<file path="src/rtl/instr_fetch_queue.sv">
// Instruction fetch front end: sequential imem reads feed a fall-through prefetch FIFO toward decode.
// Optional macro IFQ_END_DETECT_EN enables end-opcode (17) detection with DRAIN and HALT states.
module instr_fetch_queue #(
  parameter int          DEPTH    = 4,
  parameter logic [15:0] START_PC = 16'h0000
) (
  input  logic        clk,
  input  logic        rst,
  input  logic        start,
  input  logic [15:0] start_pc,
  output logic        imem_req,
  output logic [15:0] imem_addr,
  input  logic [31:0] imem_rdata,
  input  logic        redirect,
  input  logic [15:0] redirect_pc,
  output logic        d_valid,
  output logic [31:0] d_instr,
  output logic [15:0] d_pc,
  input  logic        d_ready,
  output logic        busy,
  output logic        halted
);

  localparam int AW = $clog2(DEPTH);
  localparam logic [AW+1:0] DEPTH_W = (AW+2)'(DEPTH);
  localparam logic [4:0] OP_END = 5'd17;

  localparam logic [1:0] S_IDLE  = 2'd0;
  localparam logic [1:0] S_RUN   = 2'd1;
  localparam logic [1:0] S_DRAIN = 2'd2;
  localparam logic [1:0] S_HALT  = 2'd3;

  logic [1:0]    state;
  logic [15:0]   fetch_pc;
  logic [15:0]   inflight_pc;
  logic          inflight;
  logic [31:0]   instr_mem [DEPTH];
  logic [15:0]   pc_mem [DEPTH];
  logic [AW-1:0] rd_ptr;
  logic [AW-1:0] wr_ptr;
  logic [AW:0]   count;
  logic [AW+1:0] occupancy;
  logic          run;
  logic          flush;
  logic          take_start;
  logic          resp_en;
  logic          pop;
  logic          is_end;

  // Handshake: the head moves to decode on every rising edge with d_valid && d_ready;
  // d_valid never drops and the head never changes until accepted or flushed.
  assign run       = (state == S_RUN);
  assign busy      = run || (state == S_DRAIN);
  assign occupancy = {1'b0, count} + {{(AW+1){1'b0}}, inflight};
  assign imem_req  = run && (occupancy < DEPTH_W);
  assign imem_addr = fetch_pc;
  assign d_valid   = (count != '0);
  assign d_instr   = d_valid ? instr_mem[rd_ptr] : 32'h0;
  assign d_pc      = d_valid ? pc_mem[rd_ptr] : 16'h0;
  assign pop       = d_valid && d_ready;
  assign flush     = busy && redirect;

`ifdef IFQ_END_DETECT_EN
  assign take_start = start && ((state == S_IDLE) || (state == S_HALT));
  assign halted     = (state == S_HALT);
  assign is_end     = (imem_rdata[28:24] == OP_END);
`else
  assign take_start = start && (state == S_IDLE);
  assign halted     = 1'b0;
  assign is_end     = 1'b0;
`endif

  // Responses are only kept in RUN; DRAIN drops the one request made alongside the end word.
  assign resp_en = run && inflight && !flush;

  always_ff @(posedge clk or posedge rst) begin
    if (rst) begin
      state       <= S_IDLE;
      fetch_pc    <= START_PC;
      inflight    <= 1'b0;
      inflight_pc <= START_PC;
      rd_ptr      <= '0;
      wr_ptr      <= '0;
      count       <= '0;
    end else if (take_start || flush) begin
      state    <= S_RUN;
      fetch_pc <= take_start ? start_pc : redirect_pc;
      inflight <= 1'b0;
      rd_ptr   <= '0;
      wr_ptr   <= '0;
      count    <= '0;
    end else begin
      inflight <= imem_req;
      if (imem_req) begin
        inflight_pc <= fetch_pc;
        fetch_pc    <= fetch_pc + 16'd1;
      end
      // The end word pins fetch_pc just past itself, overriding the same-cycle increment.
      if (resp_en && is_end) begin
        state    <= S_DRAIN;
        fetch_pc <= inflight_pc + 16'd1;
      end
      if ((state == S_DRAIN) && pop && (count == (AW+1)'(1)))
        state <= S_HALT;
      if (resp_en)
        wr_ptr <= wr_ptr + AW'(1);
      if (pop)
        rd_ptr <= rd_ptr + AW'(1);
      case ({resp_en, pop})
        2'b10:   count <= count + (AW+1)'(1);
        2'b01:   count <= count - (AW+1)'(1);
        default: count <= count;
      endcase
    end
  end

  always_ff @(posedge clk) begin
    if (resp_en) begin
      instr_mem[wr_ptr] <= imem_rdata;
      pc_mem[wr_ptr]    <= inflight_pc;
    end
  end

endmodule

</file>
<file path="config.mk">
export PLATFORM = sky130hd
export DESIGN_NAME = instr_fetch_queue
export DESIGN_NICKNAME = d
export VERILOG_FILES = /design/src/rtl/instr_fetch_queue.sv
export SDC_FILE = /design/constraint.sdc
export NUM_CORES = 1
export LEC_CHECK = 0
export ABC_AREA = 1
export BUFFER_PORTS_ARGS = -buffer_cell sky130_fd_sc_hd__buf_2
export CELL_PAD_IN_SITES_DETAIL_PLACEMENT = 1
export CELL_PAD_IN_SITES_GLOBAL_PLACEMENT = 1
export CORE_ASPECT_RATIO = 0.5
export CORE_MARGIN = 5
export CORE_UTILIZATION = 49
export DETAILED_ROUTE_END_ITERATION = 10
export PLACE_DENSITY = 0.82
export REMOVE_ABC_BUFFERS = 1
export SYNTH_ARGS = -nofsm -noshare
export SYNTH_HDL_FRONTEND = slang
export SYNTH_SLANG_ARGS = --single-unit
</file>
<file path="constraint.sdc">
create_clock -name clk -period 6 [get_ports clk]
set_clock_uncertainty 0.1 [all_clocks]
set_input_delay 0.3 -clock clk [delete_from_list [all_inputs] [get_ports clk]]
set_output_delay 0.3 -clock clk [all_outputs]
set_load 0.02 [all_outputs]
</file>
==> flow_summary_export.csv, run 1 <==
group,metric,value,unit
cells_and_area,layout.nets,1147,
setup_path,cpPeakStageDelay,0.57,ns
job,drv_cap,0,
global_route,grt_max_degree,98,
setup_path,rrSetupSlack,3.55,ns
setup_path,crit_chain,"buf_4 > inv_2 > nor2_1 > o21ai_1 > a21oi_1 > buf_2",
setup_path,crit_arrival,2.83,ns
setup_path,path_delay_family,"buffers and inverters",
logic_synthesis,synth_area_per_cell,11.0,µm²
clocking,root_buffer,"clkbuf_16",
setup_path,cp_max_fo,50,
setup_path,crit_required,5.60,ns
sta,fin_tns_setup,0,ns
clocking,h-tree-depth,1,
drt,viasPerCell,5.38,
logic_synthesis,ys_ff_latch,234,
floorplan,start_util,0.506,
setup_path,crit_start,"rd_ptr[1]",
sta,rsz0062_at_grt,"no",
setup_path,cp-endpoint,"d_pc[4]",
sta,finalCritPeriodShare,0.539,
floorplan,io_pins,137,
clocking,post_cts_buffers,0,
setup_path,r2r-start,"state[1]",
cells_and_area,fillers,2121,
sta,report.final.slew_viol_count,0,
sta,fin_crit,3.23,ns
sta,slew_headroom,0.328,
clocking,cts_tree,"built",
setup_path,timing.rr.end,"instr_mem[3][25]",
drt,drtPass1Iterations,5,
setup_path,r2r_cells,7,
cells_and_area,layout-drive-gt1-share,0.201,
floorplan,rows,36,
placed_design,routabilityCongestion,0.808,
clocking,clock_latency,0.51,ns
setup_path,cp_num_buf_inv,3,
sta,fin_ws,2.77,ns
sta,finalHoldViolCount,0,
status,status,"finished, final reports clean",
logic_synthesis,ys_seq_area_frac,0.682,
global_route,grt_antenna_before_repair,1,
drt,ant_nets,0,
clocking,cts_made_buffers,22,
global_route,grt_first_pass_wirelength,42.9,mm
hold_path,min_path_type,"in2reg",
clocking,postCtsHoldBufs,33,
global_route,grt_use_total,0.228,
drt,first_iter_violations,472,
clocking,clock_sinks,234,
floorplan,dieArea,23500,µm²
cells_and_area,seqCellArea,6820,µm²
drt,vias,7259,
power_and_ir_drop,p_leak,4.45,nW
floorplan,coreArea,19800,µm²
sta,timing.fmax,309,MHz
cells_and_area,final_common_cell,"nor2_1",
sta,max_slew.worst_pin.slew,1.01,ns
logic_synthesis,synthCells,913,
setup_path,worstSetupPathType,"reg2out",
floorplan,fp.dieH,111,µm
logic_synthesis,ys_warn_count,0,
setup_path,slowest_stage,"inv_2",
cells_and_area,area_growth,19.5,%
power_and_ir_drop,power_density,417,nW/µm²
sta,setup_viol,0,
placed_design,preCtsSetupSlack,3.31,ns
sta,fin_hold_ws,0.0193,ns
drt,avgRoutedWirePerCell,19.7,µm
logic_synthesis,syn_area,10000,µm²
clocking,clk_pin_slew,0.07,ns
logic_synthesis,synth.distinct_cells,34,
setup_path,path_depth,6,
global_route,grt_pass1_vias,7923,
drt,routed_wl,26.6,mm
placed_design,dp_hpwl,15.5,mm
drt,drc,0,
clocking,cts_max_path_buffers,3,
floorplan,die_w,212,µm
power_and_ir_drop,ir_drop,0.000233,V
cells_and_area,multi_input_area,2780,µm²
clocking,cts-resized-gates,0,
setup_path,critPathLaunchType,"register",
placed_design,portBuffers,135,
setup_path,cp-end-kind,"output pin",
cells_and_area,final_cell_mix,"233 x nor2_1, 192 x edfxtp_1, 135 x buf_2",
global_route,grt_overflow,0,
==> state kept, by name, indices dropped and copies added, names as in the netlist <==
signal       cells
instr_mem      128
pc_mem          64
imem_addr       16
inflight_pc     16
count            3
rd_ptr           2
state            2
wr_ptr           2
inflight         1
==> metrics by stage <==
step                      instances  total power, mW   util  area [µm²]
after detailed placement       1275             3.49  0.548       10800
after global placement         1275             3.44  0.548       10800
final                          1349             4.98  0.604       11900
after CTS                      1348             5.01  0.604       11900
after global routing           1349             5.25  0.604       11900
after floorplan                 866             2.88      -        9740
==> logic make-up after synthesis <==
family / after synthesis / synth area share
XOR/XNOR: 3 / 0.00263
AO/OA/AOI/OAI: 211 / 0.108
flip-flops: 234 / 0.682
AND/OR/NAND/NOR: 360 / 0.149
buffers and inverters: 92 / 0.0432
adder cells (fa/ha/maj): 12 / 0.0150
other: 1 / 0.000375
==> report_power, final <==
group	switching (mW)	total [mW]	internal, mW
registers	0.0404	1.81	1.77
clock network	0.600	1.50	0.897
logic	1.18	1.68	0.500
total	1.82	4.98	3.17
==> cell type report <==
type,instances,area share
inverters,45,0.0146
flip-flops and latches,234,0.571
clock buffers,29,0.0517
well taps,266,0.0279
repair buffers,176,0.0892
clock inverters,11,0.0127
multi-input cells,587,0.233
diodes,1,0.000209
==> worst min path at each step <==
stage                              from               to  slack, ns  cells after the start
after floorplan           imem_rdata[0]  instr_mem[0][0]       0.30                      0
after global placement              rst         count[0]       0.37                      3
after detailed placement            rst        rd_ptr[0]       0.38                      3
after CTS                   start_pc[4]     imem_addr[4]       0.02                      3
after global routing        start_pc[5]     imem_addr[5]       0.07                      3
final                       start_pc[5]     imem_addr[5]       0.02                      3
==> cells in the mapped netlist, drive strengths merged <==
library cell / count / share of area
a21oi: 62 / 0.032
a31oi: 4 / 0.0025
buf: 33 / 0.020
clkbuf: 14 / 0.0055
conb: 1 / 0.00038
dfrtp: 42 / 0.11
edfxtp: 192 / 0.58
ha: 12 / 0.015
inv: 45 / 0.017
nand2: 87 / 0.038
nand3: 24 / 0.014
nand4: 5 / 0.0031
nor2: 242 / 0.093
nor3: 1 / 0.0010
o211ai: 1 / 0.0013
o21ai: 144 / 0.072
or2: 1 / 0.00063
xnor2: 2 / 0.0018
xor2: 1 / 0.00088
==> routing by layer <==
metal	GRT usage	share of wire	up-vias	wire [µm]
met2	0.405	0.51	160	13700
met3	0.0339	0.039	46	1050
met4	0.0613	0.025	0	655
met1	0.294	0.42	3618	11200
met5	0	0	-	0
li1	-	-	3435	-
==> tightest hold or removal path, cell delays in order <==
cell	delay (ns)
buf_2	0.08
o21ai_1	0.06
a31oi_1	0.15
Note: power is estimated with default switching activity, not from simulation.
==> run 2: changes to the inputs <==
ABC_AREA = 0   (was 1)
CORE_UTILIZATION = 48   (was 49)
PLACE_DENSITY = 0.76   (was 0.82)
clock period = 3.3 ns   (was 6 ns; I/O delays follow)
==> run 2 against run 1 <==
Global-route usage decreased by 3.1 points. Sequential share of layout area decreased by 0.63 points. Routed wire length decreased by 16%. Largest power group unchanged.
==> flow_summary_export.csv, run 2 <==
group,metric,value,unit
status,status,"finished, final reports clean",
floorplan,coreArea,19600,µm²
logic_synthesis,synthCells,552,
clocking,root_buffer,"clkbuf_16",
global_route,grt_max_degree,49,
placed_design,routabilityCongestion,0.794,
cells_and_area,layout.nets,838,
setup_path,slowest_stage,"dlygate4sd3_1",
setup_path,cpPeakStageDelay,0.56,ns
sta,max_slew.worst_pin.slew,0.872,ns
floorplan,io_pins,137,
clocking,post_cts_buffers,0,
drt,viasPerCell,5.43,
clocking,cts_tree,"built",
hold_path,min_path_type,"in2reg",
global_route,grt_first_pass_wirelength,35.5,mm
cells_and_area,final_cell_mix,"192 x edfxtp_1, 135 x buf_2, 63 x dlygate4sd3_1",
sta,setup_viol,0,
global_route,grt_antenna_before_repair,0,
placed_design,portBuffers,135,
logic_synthesis,netlist_top_cells_count,"192 x edfxtp_1, 51 x and2_1, 48 x mux4_2",
job,drv_cap,0,
logic_synthesis,yosys.area_share.xor_xnor,0.00597,
drt,vias,5641,
cells_and_area,seqCellArea,6820,µm²
cells_and_area,area_growth,25.3,%
logic_synthesis,synth_compound_area_frac,0.0332,
power_and_ir_drop,p_seq_frac,0.424,
logic_synthesis,syn_area,9640,µm²
sta,fin_crit,2.90,ns
logic_synthesis,synthArstFlopShare,0.179,
clocking,cts-resized-gates,0,
logic_synthesis,synthTopCellsByArea,"edfxtp_1 60%, mux4_2 11%, dfrtp_1 11%",
drt,first_iter_violations,306,
cells_and_area,fin_util,0.617,
floorplan,start_util,0.492,
sta,timing.fmax,344,MHz
logic_synthesis,synth.distinct_cells,58,
global_route,grt_use_total,0.197,
floorplan,dieArea,23200,µm²
logic_synthesis,ys_warn_count,0,
clocking,clk_pin_slew,0.06,ns
logic_synthesis,synth_top_family_by_area,"multiplexers",
clocking,cts_made_buffers,22,
logic_synthesis,synth.top_cell.area_share,0.598,
floorplan,rows,36,
setup_path,path_common_cell,"nand2_1",
logic_synthesis,synth_enable_flop_cells,192,
cells_and_area,largest_register,"instr_mem",
power_and_ir_drop,swShare,0.308,
power_and_ir_drop,power_switching,2.89,mW
cells_and_area,multi_input_area,2640,µm²
cells_and_area,reg_top3,"instr_mem x128, pc_mem x64",
sta,finalHoldViolCount,0,
clocking,cts_max_path_buffers,3,
sta,fin_tns_setup,0,ns
setup_path,critPathLaunchType,"register",
logic_synthesis,ys_seq_area_frac,0.707,
drt,avgRoutedWirePerCell,21.5,µm
sta,fin_ws,0.395,ns
setup_path,crit_arrival,3.22,ns
global_route,grt_pass1_vias,6337,
cells_and_area,largest_reg_flops,128,
power_and_ir_drop,power,9.38,mW
cells_and_area,fillers,1802,
power_and_ir_drop,p_clk_frac,0.282,
sta,rsz0062_at_grt,"no",
floorplan,fp.dieH,110,µm
floorplan,die_w,210,µm
sta,slew_headroom,0.415,
logic_synthesis,synthMuxAreaShare,0.132,
logic_synthesis,yosysTopAreaCell,"edfxtp_1",
logic_synthesis,yosys.cell_count.top_type,"edfxtp_1",
cells_and_area,final_common_cell,"edfxtp_1",
sta,report.final.slew_viol_count,0,
drt,ant_nets,0,
power_and_ir_drop,p_leak,4.53,nW
setup_path,crit_required,3.62,ns
logic_synthesis,ys.flop_type,"edfxtp_1",
global_route,grt_overflow,0,
drt,drc,0,
power_and_ir_drop,p_comb_frac,0.294,
power_and_ir_drop,ir_drop,0.000373,V
clocking,clock_sinks,234,
cells_and_area,antenna_cells,0,
logic_synthesis,ys_ff_latch,234,
drt,drtPass1Iterations,4,
logic_synthesis,synthAdderAreaFrac,0.0156,
setup_path,cp_max_fo,18,
logic_synthesis,yosys.area_share.simple,0.0858,
cells_and_area,layout-drive-gt1-share,0.331,
setup_path,worstSetupPathType,"reg2reg",
clocking,h-tree-depth,1,
setup_path,crit_chain,"inv_1 > ha_1 > nand2_1 > nand2_1 > and3_1 > dlygate4sd3_1 > a31oi_1",
placed_design,preCtsSetupSlack,0.773,ns
drt,routed_wl,22.3,mm
placed_design,dp_hpwl,14.5,mm
clocking,clock_latency,0.50,ns
sta,finalCritPeriodShare,0.880,
power_and_ir_drop,power_density,777,nW/µm²
logic_synthesis,synth_area_per_cell,17.5,µm²
setup_path,cp-end-kind,"register",
power_and_ir_drop,internal_power,6.49,mW
[run 2: cell count changes after synthesis, moves of 16 or more]
cell     before  now
a21oi_1      59    5
o21ai_1      42    0
inv_1        34   15
and2_1        0   51
and3_1        0   16
nor2_1      237    7
o21ai_0     102   10
nand2_1      77   33
mux4_2        0   48
[run 2: cell families (layout without fill, tap and decap cells)]
family / Yosys count / in the layout
fa+ha+maj: 12 / 12
buf+inv: 43 / 264
mux: 65 / 65
compound gates: 47 / 47
other cells: 1 / 1
xor+xnor: 5 / 5
flops: 234 / 234
simple gates: 145 / 145
[run 2: critical path, delay by kind of cell, from the launching register on]
family | cells | cell delay (ns)
simple gates | 3 | 1.20
buf+inv | 2 | 0.64
flops | 1 | 0.38
fa+ha+maj | 1 | 0.35
compound gates | 1 | 0.15
[run 2: final timing paths]
check,start,endpoint,slack [ns],cells past startpoint
worst max-delay path,state[0],imem_addr[15],0.40,7
worst min-delay path,redirect_pc[9],imem_addr[9],0.04,4
worst max register to register,state[0],imem_addr[15],0.40,7
worst min register to register,inflight_pc[2],pc_mem[1][2],0.43,0
max in group asynchronous,rst,count[0],2.17,4
min in group asynchronous,rst,inflight_pc[12],0.20,3
[run 2: power by group through the flow]
| stage | Sequential, mW | Clock (mW) | Combinational [mW] |
|---|---|---|---|
| 5_1_grt | 4.03 | 2.84 | 2.97 |
| 6_report | 3.98 | 2.65 | 2.76 |
| 3_3_place_gp | 4.01 | 0 | 2.69 |
| 2_1_floorplan | 4.05 | 0 | 1.68 |
| 3_5_place_dp | 4.05 | 0 | 2.74 |
| 4_1_cts | 3.99 | 2.70 | 2.81 |
[run 2: final cells by class]
type	count	share of cell area
Sequential cell	234	0.565
Multi-Input combinational cell	275	0.218
Timing Repair Buffer	208	0.122
Clock buffer	28	0.0500
Tap cell	266	0.0276
Clock inverter	12	0.0128
Inverter	16	0.00518
[run 2: what timing repair did]
item,in CTS,in global routing
hold buffers,63,0
endpoints found under the setup margin,0,0
hold endpoints to repair,164,0
[run 2: metrics by stage]
step | cells | hold slack [ns] | cell area, µm²
2_1_floorplan | 525 | 0.164 | 9510
3_3_place_gp | 936 | 0.157 | 10700
3_5_place_dp | 936 | 0.170 | 10700
4_1_cts | 1039 | 0.0169 | 12100
5_1_grt | 1039 | 0.0289 | 12100
6_report | 1039 | 0.0354 | 12100
[run 2: routing by layer]
layer | GRT usage | wire length [µm]
met3 | 0.0325 | 911
met4 | 0.0333 | 256
met2 | 0.361 | 11400
met1 | 0.258 | 9740
met5 | 0 | 0
